## src/rtl/comparator_bist_if.sv

```systemverilog
`default_nettype none
// ============================================================================
// Module   : comparator_bist_if
// Purpose  : Bundles the comparator operand/result bus and BIST status lines.
// Revision : 1.0 - initial release
// ============================================================================
interface comparator_bist_if #(
    parameter int WIDTH = 2
);
    logic                 start;
    logic [WIDTH-1:0]     dut_a;
    logic [WIDTH-1:0]     dut_b;
    logic [2:0]           dut_f;
    logic                 busy;
    logic                 done;
    logic                 pass;
    logic [2*WIDTH:0]     err_count;
    logic [2*WIDTH-1:0]   first_fail_vec;
    logic                 first_fail_valid;

    // master is the BIST engine; slave is the comparator/controller side
    modport master (
        input  start, dut_f,
        output dut_a, dut_b, busy, done, pass,
               err_count, first_fail_vec, first_fail_valid
    );

    modport slave (
        output start, dut_f,
        input  dut_a, dut_b, busy, done, pass,
               err_count, first_fail_vec, first_fail_valid
    );
endinterface
`default_nettype wire

```

## src/rtl/comparator_bist.sv

```systemverilog
`default_nettype none
// ============================================================================
// Module   : comparator_bist
// Purpose  : Exhaustive hardware sweep of a 3-output comparator, counting and
//            capturing mismatches against an internal expectation.
// Revision : 1.0 - initial release
// ============================================================================
module comparator_bist #(
    parameter int WIDTH  = 2,
    parameter int SETTLE = 1
) (
    input  wire logic          clk,
    input  wire logic          rst,
    comparator_bist_if.master  cmp_if
);
    localparam int VW = 2 * WIDTH;
    localparam int EW = 2 * WIDTH + 1;
    localparam int CW = (SETTLE > 1) ? $clog2(SETTLE) : 1;
    localparam logic [CW-1:0] C_SETTLE_LAST = CW'(SETTLE - 1);

    typedef enum logic [1:0] {
        S_IDLE  = 2'd0,
        S_DRIVE = 2'd1,
        S_CHECK = 2'd2,
        S_DONE  = 2'd3
    } state_t;

    state_t          state_q, state_d;
    logic [VW-1:0]   vec_q, vec_d;
    logic [CW-1:0]   settle_q, settle_d;
    logic [EW-1:0]   err_q, err_d;
    logic [VW-1:0]   ffvec_q, ffvec_d;
    logic            ffvalid_q, ffvalid_d;

    logic [WIDTH-1:0] w_a;
    logic [WIDTH-1:0] w_b;
    logic [2:0]       w_expect;
    logic             w_mismatch;

    assign w_a        = vec_q[VW-1:WIDTH];
    assign w_b        = vec_q[WIDTH-1:0];
    assign w_expect   = {w_a > w_b, w_a == w_b, w_a < w_b};
    // Full 3-bit compare so non-one-hot results are also flagged
    assign w_mismatch = (cmp_if.dut_f != w_expect);

    always_ff @(posedge clk) begin
        if (rst) begin
            state_q   <= S_IDLE;
            vec_q     <= '0;
            settle_q  <= '0;
            err_q     <= '0;
            ffvec_q   <= '0;
            ffvalid_q <= 1'b0;
        end else begin
            state_q   <= state_d;
            vec_q     <= vec_d;
            settle_q  <= settle_d;
            err_q     <= err_d;
            ffvec_q   <= ffvec_d;
            ffvalid_q <= ffvalid_d;
        end
    end

    always_comb begin
        state_d   = state_q;
        vec_d     = vec_q;
        settle_d  = settle_q;
        err_d     = err_q;
        ffvec_d   = ffvec_q;
        ffvalid_d = ffvalid_q;

        case (state_q)
            S_IDLE, S_DONE: begin
                if (cmp_if.start) begin
                    state_d   = S_DRIVE;
                    vec_d     = '0;
                    settle_d  = '0;
                    err_d     = '0;
                    ffvalid_d = 1'b0;
                end
            end
            S_DRIVE: begin
                if (settle_q == C_SETTLE_LAST) begin
                    state_d = S_CHECK;
                end else begin
                    settle_d = settle_q + CW'(1);
                end
            end
            S_CHECK: begin
                if (w_mismatch) begin
                    err_d = err_q + EW'(1);
                    if (!ffvalid_q) begin
                        ffvec_d   = vec_q;
                        ffvalid_d = 1'b1;
                    end
                end
                // Last vector stays on the operand bus after the sweep
                if (vec_q != {VW{1'b1}}) begin
                    vec_d    = vec_q + VW'(1);
                    settle_d = '0;
                    state_d  = S_DRIVE;
                end else begin
                    state_d = S_DONE;
                end
            end
            default: state_d = S_IDLE;
        endcase
    end

    assign cmp_if.dut_a            = w_a;
    assign cmp_if.dut_b            = w_b;
    assign cmp_if.busy             = (state_q == S_DRIVE) || (state_q == S_CHECK);
    assign cmp_if.done             = (state_q == S_DONE);
    assign cmp_if.pass             = (state_q == S_DONE) && (err_q == '0);
    assign cmp_if.err_count        = err_q;
    assign cmp_if.first_fail_vec   = ffvec_q;
    assign cmp_if.first_fail_valid = ffvalid_q;
endmodule
`default_nettype wire

```

## src/flat_wrapper.sv

```systemverilog
// flat-port wrapper written by rule: the top's interface ports become plain ports
module comparator_bist_flat 
#(
    parameter int WIDTH  = 2,
    parameter int SETTLE = 1
)
  (clk, rst, cmp_if_start, cmp_if_dut_f, cmp_if_dut_a, cmp_if_dut_b, cmp_if_busy, cmp_if_done, cmp_if_pass, cmp_if_err_count, cmp_if_first_fail_vec, cmp_if_first_fail_valid);
  comparator_bist_if #(.WIDTH(WIDTH)) cmp_if_i ();
  input  wire logic clk;
  input  wire logic rst;
  input wire logic [$bits(cmp_if_i.start)-1:0] cmp_if_start;
  input wire logic [$bits(cmp_if_i.dut_f)-1:0] cmp_if_dut_f;
  output wire logic [$bits(cmp_if_i.dut_a)-1:0] cmp_if_dut_a;
  output wire logic [$bits(cmp_if_i.dut_b)-1:0] cmp_if_dut_b;
  output wire logic [$bits(cmp_if_i.busy)-1:0] cmp_if_busy;
  output wire logic [$bits(cmp_if_i.done)-1:0] cmp_if_done;
  output wire logic [$bits(cmp_if_i.pass)-1:0] cmp_if_pass;
  output wire logic [$bits(cmp_if_i.err_count)-1:0] cmp_if_err_count;
  output wire logic [$bits(cmp_if_i.first_fail_vec)-1:0] cmp_if_first_fail_vec;
  output wire logic [$bits(cmp_if_i.first_fail_valid)-1:0] cmp_if_first_fail_valid;
  assign cmp_if_i.start = cmp_if_start;
  assign cmp_if_i.dut_f = cmp_if_dut_f;
  assign cmp_if_dut_a = cmp_if_i.dut_a;
  assign cmp_if_dut_b = cmp_if_i.dut_b;
  assign cmp_if_busy = cmp_if_i.busy;
  assign cmp_if_done = cmp_if_i.done;
  assign cmp_if_pass = cmp_if_i.pass;
  assign cmp_if_err_count = cmp_if_i.err_count;
  assign cmp_if_first_fail_vec = cmp_if_i.first_fail_vec;
  assign cmp_if_first_fail_valid = cmp_if_i.first_fail_valid;
  comparator_bist #(.WIDTH(WIDTH), .SETTLE(SETTLE)) u_core (.clk(clk), .rst(rst), .cmp_if(cmp_if_i));
endmodule
```

## config.mk

```make
export PLATFORM = sky130hd
export DESIGN_NAME = comparator_bist_flat
export DESIGN_NICKNAME = d
export VERILOG_FILES = /design/src/rtl/comparator_bist_if.sv /design/src/rtl/comparator_bist.sv /design/src/flat_wrapper.sv
export SDC_FILE = /design/constraint.sdc
export NUM_CORES = 1
export LEC_CHECK = 0
export ABC_AREA = 1
export CORE_MARGIN = 2
export CORE_UTILIZATION = 48
export CTS_CLUSTER_DIAMETER = 80
export DETAILED_ROUTE_END_ITERATION = 10
export GPL_ROUTABILITY_DRIVEN = 0
export GPL_TIMING_DRIVEN = 1
export PLACE_DENSITY = 0.78
export SLEW_MARGIN = 10
export SYNTH_ARGS = -nofsm -noshare
export SYNTH_HDL_FRONTEND = slang
export SYNTH_SLANG_ARGS = --single-unit
export TNS_END_PERCENT = 20
```

## constraint.sdc

```tcl
create_clock -name clk -period 2.1 [get_ports clk]
set_input_delay 0.42 -clock clk [delete_from_list [all_inputs] [get_ports clk]]
set_output_delay 0.42 -clock clk [all_outputs]
set_load 0.05 [all_outputs]
```

* After elaboration in Yosys (flattened, before gate mapping)
Index checks and enable logic that the tools add are counted.
** Operators by class
- Add/subtract/negate cells :: 3
- Muxes and demuxes :: 16
- Order comparisons :: 2
- Reductions and logical operators :: 11
- Eq/ne operators :: 10
- Bitwise gates (word level) :: 1
** Operator list (number)
- $mux 5 :: 2
- $pmux 5 s2 :: 1
- $reduce_and 3->1 :: 3
- $mux 4 :: 2
- $pmux 4 s2 :: 1
- $mux 2 :: 3
- $pmux 2 s3 :: 1
- $add 5x1->5 const B :: 1
- $logic_not 5->1 :: 1
- $add 4x1->4 const B :: 1
- $eq 2x2->1 const B :: 2
- $mux 1 :: 4
- $ne 2x1->1 const B :: 2
- $ne 2x2->1 const B :: 2
- $ne 4x4->1 const B :: 1
- $reduce_and 2->1 :: 2
- $ne 3x3->1 :: 1
- $pmux 1 s3 :: 1
- $eq 2x1->1 const B :: 1
- $eq 2x2->1 :: 1
- $gt 2x2->1 :: 1
- $logic_not 2->1 :: 1
- $lt 2x2->1 :: 1
- $pmux 1 s2 :: 1
- other kinds (6) :: 6
** Storage, ports and cells
- Register bits :: 17
- Logic and storage cells :: 49
- Input port bits :: 6
- Output and inout bits :: 17

* Longest topological paths before layout
Gate-level depths: netlist of run 1.
- Depth after elaboration :: 4
- Gate-level depth with buffers :: 13
- Gate-level depth less buffers :: 13

* Worst setup path before layout of run 1
Ideal clock, no wire load.
- Path type :: flip-flop to output port
- From :: reg u_core.state_q[1]
- To :: out cmp_if_pass
- Buffers on the path :: 0
- Data required time :: 1.680 ns
- Setup slack :: -0.341 ns
- Arrival :: 2.021 ns
- Cell stages (with the launch flop) :: 4
- Cells stage by stage :: dfxtp_1 > ha_1 > nand3_1 > nor3_1
** On the way
- Longest elaborated chain between the ends :: 2
** RTL lines
- start, declared :: line comparator_bist.sv:28 : state_t state_q, state_d;
- start signal, assigned :: line comparator_bist.sv:55 : state_q <= state_d;
- $eq 2x2->1
- named net cmp_if_done :: line flat_wrapper.sv:16 : output wire logic [$bits(cmp_if_i.done)-1:0] cmp_if_done;
- $logic_and 1x1->1 :: line comparator_bist.sv:114 : assign cmp_if.pass = (state_q == S_DONE) && (err_q == '0);
- end, declared :: line flat_wrapper.sv:17 : output wire logic [$bits(cmp_if_i.pass)-1:0] cmp_if_pass;
The timed path passes the listed nets, and every way through them passes these cells.

* Worst setup path in the final report of run 1
- From :: reg u_core.err_q[2], in the netlist u_core.cmp_if.err_count[2]
- To :: out cmp_if_err_count[2]
** RTL lines
- start, declared :: line comparator_bist.sv:31 : logic [EW-1:0] err_q, err_d;
- start signal, assigned :: line comparator_bist.sv:58 : err_q <= err_d;
- end, declared :: line flat_wrapper.sv:18 : output wire logic [$bits(cmp_if_i.err_count)-1:0] cmp_if_err_count;
No word-level cell between the ends.

==> results.toml, run 1 <==
[status]
outcome = "finished, final reports clean"

[worst_setup_path]
path_buf_inv = 1
cp.arrival_ns = 1.59
critical_path.slowest_cell = "clkdlybuf4s50_1"
critPathMaxStageDelay_ns = 0.85
timing_worst_setup_path_type = "reg -> out"
worstPathRequired_ns = 1.68
critPathMaxFanout = 7
critPathLaunchType = "flip-flop"
crit_chain = "clkdlybuf4s50_1"
cp-end-kind = "output port"
critical_path.top_delay_family = "buffers and inverters"

[finish]
nets = 176
layout-drive-gt1-share = 0.124
fin_util = 0.698
postLayoutCellArea_sq_um = 1240
num-fill-cells = 148
layout_common_cells = "24 x nand2_1, 23 x inv_1, 19 x clkdlybuf4s50_1"
multi_input_area_sq_um = 514
fin_cells = 186
num_antenna_cells = 0
final_common_cell = "nand2_1"
syn_to_final_growth_pct = 33.2
seq_area_sq_um = 320

[drt]
drc = 0
dr.pass1.iters = 4
drt_iter0_drc = 20
wl_um = 2110
via_per_inst = 4.95
wl_per_cell_um = 11.3
vias = 921
drtAntennaViolNets = 0

[global_routing]
grt_max_degree = 11
grt_pass1_wl_um = 3360
grt_usage = 0.211
antenna_found_initial = 0
grt.overflow.total = 0
grt_pass1_vias = 802

[yosys]
synthCells = 135
yosys.area_share.xor_xnor = 0.00937
yosysSeqAreaShare = 0.343
synth_compound_area_frac = 0.127
yosys-mux-area-fraction = 0
postSynthRegisterBits = 16
syn_nets = 149
synth_simple_gate_area_frac = 0.301
yosysUniqueCellTypes = 19
synth_top_family_by_area = "simple AND/OR/NAND/NOR gates"
synth.cell_area_sq_um = 935
synth_fa_ha_area_frac = 0.107
yosys_warnings = 0
syn_avg_cell_area_sq_um = 6.92

[floorplan]
core_sq_um = 1780
start_util = 0.524
die-height_um = 48.1
pin_count = 23
die_x_um = 48.1
die_area_sq_um = 2320
fp-row-count = 15

[sta]
setup_slack_ns = 0.0853
worstMarginPinSlew_ns = 0.503
setup_viol = 0
skew_ns = 0.00737
slew_violations = 0
holdWs_ns = 0.513
maxSlewHeadroom = 0.664
post-route-period-util = 0.959
fmax_mhz = 496
tns_ns = 0
min_period_ns = 2.01
rsz0062_at_grt = "no"
hold_viol = 0

[placement]
dp.cells = 182
hpwl_um = 1660
dp_slack_ns = 0.310
placed_area_sq_um = 1210
port_buffers = 22

[pwr]
power_density_nw_per_um2 = 737
power_mw = 0.917
p_leak_nw = 0.532
peakVddDrop_mv = 0.506

[clock_network]
cts_tree = "done"
clk_pin_slew_ns = 0.10
cts_buffers = 3
ctsHtreeMaxLevel = 1
clock-sinks = 16
clkLatencyLatePin_ns = 0.29
ctsResizeCount = 0
post-cts-setup-buffer-count = 0
clock-root-buffer = "clkbuf_4"
cts_max_path_buffers = 2
hold_buffers = 0

[min_path]
hold_path.class = "reg -> reg"

[job]
cap_violations = 0
-- cell families (layout without fill, tap and decap cells) --
kind of cell / Yosys count / in the layout
AOI/OAI and AO/OA: 23 / 23
xor gates and xnor gates: 1 / 1
adders and majority gates: 8 / 8
buffers and inverters: 27 / 53
DFF: 16 / 16
and+or+nand+nor: 60 / 60
-- cells in the mapped netlist, drive strengths merged --
cell,n,share of area
nand2,28,0.12
inv,26,0.10
dfxtp,16,0.34
nor2,15,0.063
a21oi,14,0.079
nand3,12,0.078
o21ai,9,0.048
ha,8,0.11
nor3,3,0.021
nand3b,2,0.016
buf,1,0.0080
xnor2,1,0.0094
-- flip-flops by register name (all words and copies together) (netlist names) --
name,cells
u_core.cmp_if.first_fail_valid,1
u_core.cmp_if.err_count,5
u_core.vec_q,4
u_core.cmp_if.first_fail_vec,4
u_core.state_q,2
-- cell type report --
cell class / instances / area share
Clock buffer: 4 / 0.0291
Inverter: 26 / 0.0784
Multi-Input combinational cell: 92 / 0.413
Sequential cell: 16 / 0.257
Tap cell: 25 / 0.0251
Timing Repair Buffer: 23 / 0.197
-- metal layers --
metal  track usage  vias up  part of all wire
met5             0        -                 0
li1              -      479                 -
met4        0.0811        0             0.012
met2         0.331       28              0.49
met3        0.0370        4             0.048
met1         0.288      410              0.45
-- worst paths after layout --
check                                                     from                             end  slack (ns)  cells after the start
worst max register to register                 u_core.vec_q[1]      u_core.cmp_if.err_count[2]        0.27                     11
worst max-delay path                u_core.cmp_if.err_count[2]             cmp_if_err_count[2]        0.09                      1
worst min-delay path            u_core.cmp_if.first_fail_valid  u_core.cmp_if.first_fail_valid        0.51                      2
worst min register to register  u_core.cmp_if.first_fail_valid  u_core.cmp_if.first_fail_valid        0.51                      2
-- report_power, final --
group | leakage, nW | internal (mW) | switching [mW]
combinational | 0.381 | 0.128 | 0.233
clock | 0.0210 | 0.106 | 0.0992
sequential | 0.130 | 0.326 | 0.0244
total | 0.532 | 0.560 | 0.357
(Power assumes the default switching activity.)
==> run 2, diff against run 1 <==
CTS_BUF_LIST = sky130_fd_sc_hd__clkbuf_16   (was not set)
==> results.toml, run 2 (synthesized netlist as in run 1, its figures left out) <==
[floorplan]
die_x_um = 48.1
start_util = 0.524
fp-row-count = 15
pin_count = 23
die_area_sq_um = 2320
core_sq_um = 1780
die-height_um = 48.1

[clock_network]
cts_max_path_buffers = 2
clk_pin_slew_ns = 0.05
ctsResizeCount = 0
post-cts-setup-buffer-count = 0
clock-sinks = 16
clock-root-buffer = "clkbuf_16"
ctsHtreeMaxLevel = 1
hold_buffers = 0
clkLatencyLatePin_ns = 0.24
cts_tree = "done"
cts_buffers = 3

[finish]
final_common_cell = "nand2_1"
postLayoutCellArea_sq_um = 1290
nets = 176
num_antenna_cells = 0
syn_to_final_growth_pct = 38.3
num-fill-cells = 146
largest_reg_flops = 5
layout_common_cells = "24 x nand2_1, 23 x inv_1, 19 x clkdlybuf4s50_1"
layout-drive-gt1-share = 0.124
fin_cells = 186

[worst_setup_path]
critical_path.slowest_cell = "clkdlybuf4s50_1"
worstPathRequired_ns = 1.68
critical_path.top_delay_family = "buffers and inverters"
cp.arrival_ns = 1.58
timing_worst_setup_path_type = "reg -> out"
critPathMaxStageDelay_ns = 0.86
crit_chain = "clkdlybuf4s50_1"
critPathLaunchType = "flip-flop"
cp-end-kind = "output port"
critPathMaxFanout = 7
path_buf_inv = 1

[sta]
holdWs_ns = 0.513
maxSlewHeadroom = 0.663
rsz0062_at_grt = "no"
slew_violations = 0
fmax_mhz = 501
post-route-period-util = 0.951
min_period_ns = 2.00
skew_ns = 0.00346
worstMarginPinSlew_ns = 0.504
setup_viol = 0
tns_ns = 0
hold_viol = 0

[global_routing]
grt.overflow.total = 0
grt_pass1_wl_um = 3490
grt_max_degree = 11
grt_usage = 0.216
grt_pass1_vias = 831
antenna_found_initial = 0

[drt]
vias = 949
dr.pass1.iters = 4
via_per_inst = 5.10
wl_per_cell_um = 11.9
wl_um = 2220
drt_iter0_drc = 25
drtAntennaViolNets = 0
drc = 0

[pwr]
p_leak_nw = 0.550
power_density_nw_per_um2 = 841
peakVddDrop_mv = 0.611

[status]
outcome = "finished, final reports clean"

[min_path]
hold_path.class = "reg -> reg"

[placement]
port_buffers = 22
dp.cells = 182
placed_area_sq_um = 1210
hpwl_um = 1660

[job]
cap_violations = 0
-- run 2: path summary, 6_finish.rpt --
path | end | cells after the start | slack (ns) | startpoint
worst max-delay path | cmp_if_err_count[2] | 1 | 0.10 | u_core.cmp_if.err_count[2]
worst min-delay path | u_core.cmp_if.err_count[4] | 2 | 0.51 | u_core.cmp_if.err_count[4]
worst max register to register | u_core.cmp_if.err_count[2] | 11 | 0.24 | u_core.vec_q[1]
worst min register to register | u_core.cmp_if.err_count[4] | 2 | 0.51 | u_core.cmp_if.err_count[4]
-- run 2: final cells by class --
cell class	count	area (sq um)	share of cell area
clock inverter	1	3.75	0.00290
sequential	16	320	0.248
timing repair buffer	23	245	0.190
clock buffer	3	75.1	0.0581
inverter	26	97.6	0.0755
multi-input combinational	92	519	0.402
tap	25	31.3	0.0242
-- run 2: per-layer routing --
| metal | track usage | vias to the layer above | wire length [um] |
|---|---|---|---|
| li1 | - | 479 | - |
| met1 | 0.280 | 443 | 994 |
| met2 | 0.373 | 25 | 1110 |
| met3 | 0.0370 | 2 | 100 |
| met4 | 0.0486 | 0 | 13 |
| met5 | 0 | - | 0 |
-- run 2: report_power, final --
part / total, mW / leakage (nW) / switching [mW] / internal (mW)
sequential: 0.352 / 0.130 / 0.0252 / 0.327
combinational: 0.365 / 0.381 / 0.237 / 0.129
clock: 0.369 / 0.0385 / 0.117 / 0.252
-- run 2: metrics by stage --
stage                util  total power, mW  worst slack, ns
CTS                 0.722             1.09            0.103
floorplan               -            0.606           0.0671
finish              0.725             1.09            0.103
global route        0.725             1.15           0.0618
global placement    0.678            0.707            0.354
detailed placement  0.678            0.718            0.310
==> run 3, diff against run 2 <==
GPL_TIMING_DRIVEN = 0   (was 1)
==> results.toml, run 3 (synthesized netlist as in run 1, its figures left out) <==
[worst_setup_path]
critPathMaxStageDelay_ns = 0.81
timing_worst_setup_path_type = "reg -> out"
critical_path.slowest_cell = "clkdlybuf4s50_1"
path_buf_inv = 1
cp.arrival_ns = 1.66
cp-end-kind = "output port"
r2r_slack_ns = 0.28
crit_chain = "ha_1, clkdlybuf4s50_1"
critical_path.top_delay_family = "buffers and inverters"
critPathMaxFanout = 4
worstPathRequired_ns = 1.68
critPathLaunchType = "flip-flop"

[global_routing]
grt_use_met3 = 0.0333
grt_max_degree = 11
grt_util_met1 = 0.259
grt_pass1_wl_um = 3270
antenna_found_initial = 0
grt_usage = 0.204
grt.overflow.total = 0
grt_pass1_vias = 787
grt_util_met2 = 0.344
busiest_layer = "met2"

[sta]
rsz0062_at_grt = "no"
min_period_ns = 2.08
maxSlewHeadroom = 0.661
setup_slack_ns = 0.0248
setup_viol = 0
post-route-period-util = 0.988
worstMarginPinSlew_ns = 0.507
fmax_mhz = 482
skew_ns = 0.00103
tns_ns = 0
slew_violations = 0
hold_viol = 0

[clock_network]
clock-root-buffer = "clkbuf_16"
cts_tree = "done"
cts_max_path_buffers = 2
cts_buffers = 3
clk_pin_slew_ns = 0.05
clock-sinks = 16
clkLatencyLatePin_ns = 0.25
ctsHtreeMaxLevel = 1

[drt]
dr.pass1.iters = 4
drt_iter0_drc = 21
via_per_inst = 4.96
drtAntennaViolNets = 0
drc = 0
vias = 922
wl_per_cell_um = 11.1
wl_um = 2060

[job]
cap_violations = 0

[finish]
layout-drive-gt1-share = 0.0994
final_common_cell = "nand2_1"
num_antenna_cells = 0
syn_to_final_growth_pct = 35.7
num-fill-cells = 151
seq_area_sq_um = 320
fin_util = 0.712
largest_reg_flops = 5
layout_common_cells = "24 x nand2_1, 23 x inv_1, 20 x clkdlybuf4s50_1"
nets = 176
multi_input_area_sq_um = 514

[placement]
port_buffers = 22
hpwl_um = 1590
dp_slack_ns = 0.0581

[pwr]
p_leak_nw = 0.541
power_density_nw_per_um2 = 842
peakVddDrop_mv = 0.539

[floorplan]
start_util = 0.524
core_sq_um = 1780
pin_count = 23
die-height_um = 48.1
fp-row-count = 15
die_area_sq_um = 2320
die_x_um = 48.1

[status]
outcome = "finished, final reports clean"

[min_path]
hold_path.class = "reg -> reg"
==> run 3: worst min-delay path, stage by stage (launching register included) <==
cell and delay [ns]:
dfxtp_1 0.32, nand2_1 0.07, a21oi_1 0.05
==> run 3: area by class of cell <==
| cell class | instances | area share |
|---|---|---|
| Inverter | 26 | 0.0769 |
| Timing Repair Buffer | 22 | 0.173 |
| Multi-Input combinational cell | 92 | 0.405 |
| Clock inverter | 1 | 0.00296 |
| Clock buffer | 3 | 0.0592 |
| Buffer | 1 | 0.00592 |
| Tap cell | 25 | 0.0247 |
| Sequential cell | 16 | 0.252 |
==> run 3: path summary, 6_finish.rpt <==
kind | startpoint | end | cells past startpoint
max | u_core.state_q[1] | cmp_if_done | 2
min | u_core.cmp_if.first_fail_valid | u_core.cmp_if.first_fail_valid | 2
max reg2reg | u_core.vec_q[1] | u_core.cmp_if.err_count[2] | 11
min reg2reg | u_core.cmp_if.first_fail_valid | u_core.cmp_if.first_fail_valid | 2
==> run 3: repair_timing <==
| action | 4_1_cts | 5_1_grt |
|---|---|---|
| resized for setup | 2 | 1 |
| setup buffers | 0 | 0 |
| setup endpoints to repair | 2 | 1 |
| hold endpoints to repair | 0 | 0 |
| hold buffers | 0 | 0 |
==> run 3: metrics by stage <==
stage | std cells | power [mW] | hold slack [ns] | cell area (sq um)
3_5_place_dp | 182 | 0.702 | 0.482 | 1190
5_1_grt | 186 | 1.13 | 0.511 | 1270
2_1_floorplan | 135 | 0.606 | 0.470 | 940
3_3_place_gp | 182 | 0.692 | 0.474 | 1190
4_1_cts | 186 | 1.08 | 0.490 | 1270
6_report | 186 | 1.07 | 0.482 | 1270
==> run 3: metal layers <==
layer | vias up | routed length [um]
li1 | 482 | -
met2 | 25 | 996
met3 | 4 | 95
met5 | - | 0
met1 | 411 | 940
met4 | 0 | 27
==> run 3: power breakdown <==
group          switching [mW]  internal, mW
clock network           0.121         0.253
registers              0.0236         0.327
logic                   0.230         0.114
total                   0.374         0.694
